**config.mk**
```make
export PLATFORM = sky130hd
export DESIGN_NAME = truth_table_scanner
export DESIGN_NICKNAME = d
export VERILOG_FILES = /design/src/rtl/truth_table_scanner.sv
export SDC_FILE = /design/constraint.sdc
export NUM_CORES = 1
export LEC_CHECK = 0
export BUFFER_PORTS_ARGS = -buffer_cell sky130_fd_sc_hd__buf_2
export CORE_ASPECT_RATIO = 0.9
export CORE_MARGIN = 1
export CORE_UTILIZATION = 37
export DETAILED_ROUTE_END_ITERATION = 16
export GPL_ROUTABILITY_DRIVEN = 1
export MAX_ROUTING_LAYER = met4
export SLEW_MARGIN = 40
export SYNTH_ARGS = -nofsm -noshare
export SYNTH_HDL_FRONTEND = slang
export SYNTH_SLANG_ARGS = --single-unit
```
**constraint.sdc**
```tcl
create_clock -name clk -period 2 [get_ports clk]
set_input_delay 0.1 -clock clk [delete_from_list [all_inputs] [get_ports clk]]
set_output_delay 0.1 -clock clk [all_outputs]
set_load 0.05 [all_outputs]
```
**src/rtl/truth_table_scanner.sv**
```systemverilog
// rtl/truth_table_scanner.sv - drives all 16 abcd combinations, samples f after a settle window,
// and returns the truth table with popcount and first-mismatch index over a valid/ready handshake.
module truth_table_scanner #(
  parameter int SETTLE = 2
) (
  input  logic        clk,
  input  logic        rst_n,
  input  logic        start,
  input  logic        check_en,
  input  logic [15:0] expected,
  input  logic        f_in,
  output logic [3:0]  abcd,
  output logic        busy,
  output logic        tt_valid,
  input  logic        tt_ready,
  output logic [15:0] truth_table,
  output logic [4:0]  ones_count,
  output logic        mismatch,
  output logic [3:0]  first_fail_idx
);

  typedef enum logic [1:0] {IDLE, SCAN, DONE} state_t;

  localparam logic [3:0] RELOAD = 4'(SETTLE - 1);

  state_t      state_q, state_d;
  logic [3:0]  idx_q, idx_d;
  logic [3:0]  cnt_q, cnt_d;
  logic [15:0] tt_q, tt_d;
  logic [4:0]  ones_q, ones_d;
  logic        mis_q, mis_d;
  logic [3:0]  ffi_q, ffi_d;
  logic [15:0] exp_q, exp_d;
  logic        chk_q, chk_d;

  always_ff @(posedge clk or negedge rst_n) begin
    if (!rst_n) begin
      state_q <= IDLE;
      idx_q   <= 4'd0;
      cnt_q   <= 4'd0;
      tt_q    <= 16'd0;
      ones_q  <= 5'd0;
      mis_q   <= 1'b0;
      ffi_q   <= 4'd0;
      exp_q   <= 16'd0;
      chk_q   <= 1'b0;
    end else begin
      state_q <= state_d;
      idx_q   <= idx_d;
      cnt_q   <= cnt_d;
      tt_q    <= tt_d;
      ones_q  <= ones_d;
      mis_q   <= mis_d;
      ffi_q   <= ffi_d;
      exp_q   <= exp_d;
      chk_q   <= chk_d;
    end
  end

  always_comb begin
    state_d = state_q;
    idx_d   = idx_q;
    cnt_d   = cnt_q;
    tt_d    = tt_q;
    ones_d  = ones_q;
    mis_d   = mis_q;
    ffi_d   = ffi_q;
    exp_d   = exp_q;
    chk_d   = chk_q;
    unique case (state_q)
      IDLE: begin
        if (start) begin
          state_d = SCAN;
          idx_d   = 4'd0;
          cnt_d   = RELOAD;
          tt_d    = 16'd0;
          ones_d  = 5'd0;
          mis_d   = 1'b0;
          ffi_d   = 4'd0;
          exp_d   = expected;
          chk_d   = check_en;
        end
      end
      SCAN: begin
        if (cnt_q != 4'd0) begin
          cnt_d = cnt_q - 4'd1;
        end else begin
          // Ascending scan order means the first recorded failure is the lowest index.
          tt_d[idx_q] = f_in;
          ones_d      = ones_q + {4'd0, f_in};
          if (chk_q && (f_in != exp_q[idx_q]) && !mis_q) begin
            mis_d = 1'b1;
            ffi_d = idx_q;
          end
          if (idx_q == 4'd15) begin
            state_d = DONE;
          end else begin
            idx_d = idx_q + 4'd1;
            cnt_d = RELOAD;
          end
        end
      end
      DONE: begin
        if (tt_ready) state_d = IDLE;
      end
      default: state_d = IDLE;
    endcase
  end

  assign abcd           = idx_q;
  assign busy           = (state_q != IDLE);
  assign tt_valid       = (state_q == DONE);
  assign truth_table    = tt_q;
  assign ones_count     = ones_q;
  assign mismatch       = mis_q;
  assign first_fail_idx = ffi_q;

endmodule
```
==> metrics <==
status=completed; Sw Share=45.7%; Nets=393; GRT Util Overall=19.0%; startpoint types=flip-flop; maximum vdd drop=596 uV; cell type group with the largest total delay on the critical path=multiplexers; Remaining Overflow, GRT=0; via count=2,279; Post-Synthesis Cells=284; DR vias/cell=4.99; Hold Fails Final Rpt=0; critical path startpoint=abcd[0]; CP arrival=2.13 ns; Detailed Route WL=6.28 mm; TritonCTS buffer count=5; slew margin rel.=55.6%; area of the core=7040 um2; gpl congestion=0.802; clock skew=0.00711 ns; Final Worst Setup Slack=0.102 ns; Final Critical Period=1.90 ns; initial core utilization=38.0%; endpoints failing setup=0; crit path buf inv count=0; initial antenna violation count=0; number of port buffers=53; DRC violation total after the first TritonRoute iteration=132; Net Count, Synth=314; fin crit share=94.9%; RSZ-0062 raised after global routing=yes; Mapped Area=2680 um2; Root Driver=clkbuf_8; Leak Pwr=1.68 nW; DRT Pass-1 Iters=4; Yosys warning count=0; Cell variety after synth=42; worst-skew pair later-pin latency=0.31 ns; Clock Pin Slew Worst Setup and Hold Paths=0.09 ns; WS Path Type=reg2reg; max frequency=0.527 GHz; Comb power frac=50.9%; Total Die Area=7580 um2; dpl hpwl=4.42 mm; EDFF count, synth=0; Critical Path Sink Type=flip-flop; sequential area share after synthesis=49.6%; global-route wire length before repair=10.8 mm; max_cap viols=0; diodes inserted=0; slowest cell delay on critical path=0.51 ns; NetSw=2.37 mW; largest net degree at the start of global routing=54; Required @ worst endpoint=2.23 ns; synthesis-stage register bit count=53; Hold Worst Slack=0.00306 ns; Die Ht=82.7 um; PwrDens=1510 nW/um2; die width=91.7 um; Clk network pwr share=14.7%; row count=29; Hold Crit Class=in2reg; Least-Margin Pin Slew=0.665 ns; routed len/inst=13.7 um; dpl ws=0.102 ns; Critical Path, Cell by Cell=mux4_2 > mux2_4 > mux2i_4 > nor2_4 > mux2i_1; Critical R2R Launch=abcd[0]; clk buf depth=2; Synth Area per Inst=9.42 um2; Syn-to-layout area delta=27.9%; DRC viols=0; H-tree Lvls=2; Worst path slowest cell=mux4_2; sequential share of power=34.4%; Final ANT Viol Nets=0; vias in the first global route=2,270; layout cells sized above 1=25.0%; CTS Sinks=53; worst-path maximum fanout=6; I/O pin count=54; Internal Power=2.81 mW; asr flop ratio synth=100%; Max Transition Viols Final=0; Post-synth top flop=dfrtp_1; HP Start=expected[8]; CTS tree=done
## kinds of logic after synthesis
| kind of cell | count (synthesis) | synth area share (%) |
|---|---|---|
| and+or+nand+nor | 123 | 21.0 |
| AOI/OAI and AO/OA | 62 | 13.0 |
| DFF | 53 | 49.6 |
| buffers and inverters | 22 | 3.79 |
| muxes | 10 | 7.01 |
| adders and majority gates | 8 | 3.74 |
| xor gates and xnor gates | 6 | 1.96 |
## Yosys cell counts, drive strengths merged (4+ instances only)
cell / number / area, um2
nand4: 6 / 37.5
nor2: 14 / 55.1
ha: 8 / 100
nand3: 6 / 30.0
inv: 7 / 26.3
clkbuf: 10 / 37.5
xor2: 6 / 52.6
a21oi: 12 / 60.1
nand2: 72 / 270
dfrtp: 53 / 1330
mux4: 4 / 97.6
nand2b: 4 / 25.0
mux2i: 5 / 75.1
buf: 5 / 37.5
and2: 4 / 25.0
nor2b: 5 / 31.3
o21ai: 39 / 195
## registers in the layout, summed over array words and instances, names as in the netlist
register	count
exp_q	16
cnt_q	4
truth_table	16
first_fail_idx	4
ones_count	5
abcd	4
mismatch	1
state_q	2
chk_q	1
## power by group through the flow
stage	sequential [mW]	combinational [mW]	clock, mW
floorplan	2.48	1.22	0
global placement	1.81	2.54	0
detailed placement	1.81	2.57	0
CTS	1.79	2.61	0.785
global route	1.85	2.89	0.830
finish	1.78	2.64	0.760
## cell type report
type                    count  area, um2
fillers                   677       3620
flip-flops and latches     53       1330
multi-input cells         209       1260
repair buffers             87        576
well taps                  93        116
clock buffers               7       86.3
clock inverters             1       30.0
inverters                   7       26.3
## path summary, 6_finish.rpt
path	cells past startpoint	slack, ns	end
setup / recovery	5	0.10	first_fail_idx[0]
hold / removal	3	0.003	exp_q[8]
setup reg to reg	5	0.10	first_fail_idx[0]
hold reg to reg	2	0.48	exp_q[2]
max in group asynchronous	3	1.43	abcd[0]
min in group asynchronous	3	0.30	truth_table[10]
## timing repair
| action | in CTS | in global routing |
|---|---|---|
| hold buffers | 17 | 0 |
| hold endpoints to repair | 69 | 0 |
| buffers inserted | 0 | 1 |
| resized for setup | 0 | 1 |
| endpoints found under the setup margin | 0 | 2 |
## cells in the final DEF (no fill, tap or decap), types with 7 or more instances in the layout
cell           netlist  routed
buf_2                0      53
o21ai_0             15      15
o21ai_1             24      24
dlygate4sd3_1        0      17
nand2_1             72      72
inv_1                7       7
nor2_1              13      13
dfrtp_1             53      51
ha_1                 8       8
a21oi_1             12      12
buf_4                3      16
## routing by layer
metal | part of all wire [%] | track usage [%]
met2 | 46 | 31.1
met3 | 4.1 | 3.21
met1 | 49 | 24.4
met4 | 1.1 | 5.71
met5 | 0 | -
## per-stage QoR
| stage | setup TNS, ns | cells | power (mW) | cell area, um2 | utilization [%] |
|---|---|---|---|---|---|
| CTS | 0 | 456 | 5.18 | 3410 | 48.4 |
| global placement | 0 | 431 | 4.35 | 3120 | 44.3 |
| detailed placement | 0 | 431 | 4.38 | 3120 | 44.3 |
| floorplan | -0.123 | 284 | 3.70 | 2680 | - |
| global route | -0.00639 | 457 | 5.56 | 3420 | 48.6 |
| finish | 0 | 457 | 5.18 | 3420 | 48.6 |
## worst min-delay path: cells and delay by family
family | cells | cell delay [ns]
AND/OR/NAND/NOR | 2 | 0.10
buffers and inverters | 1 | 0.08
Power figures use the tool's default switching activity.
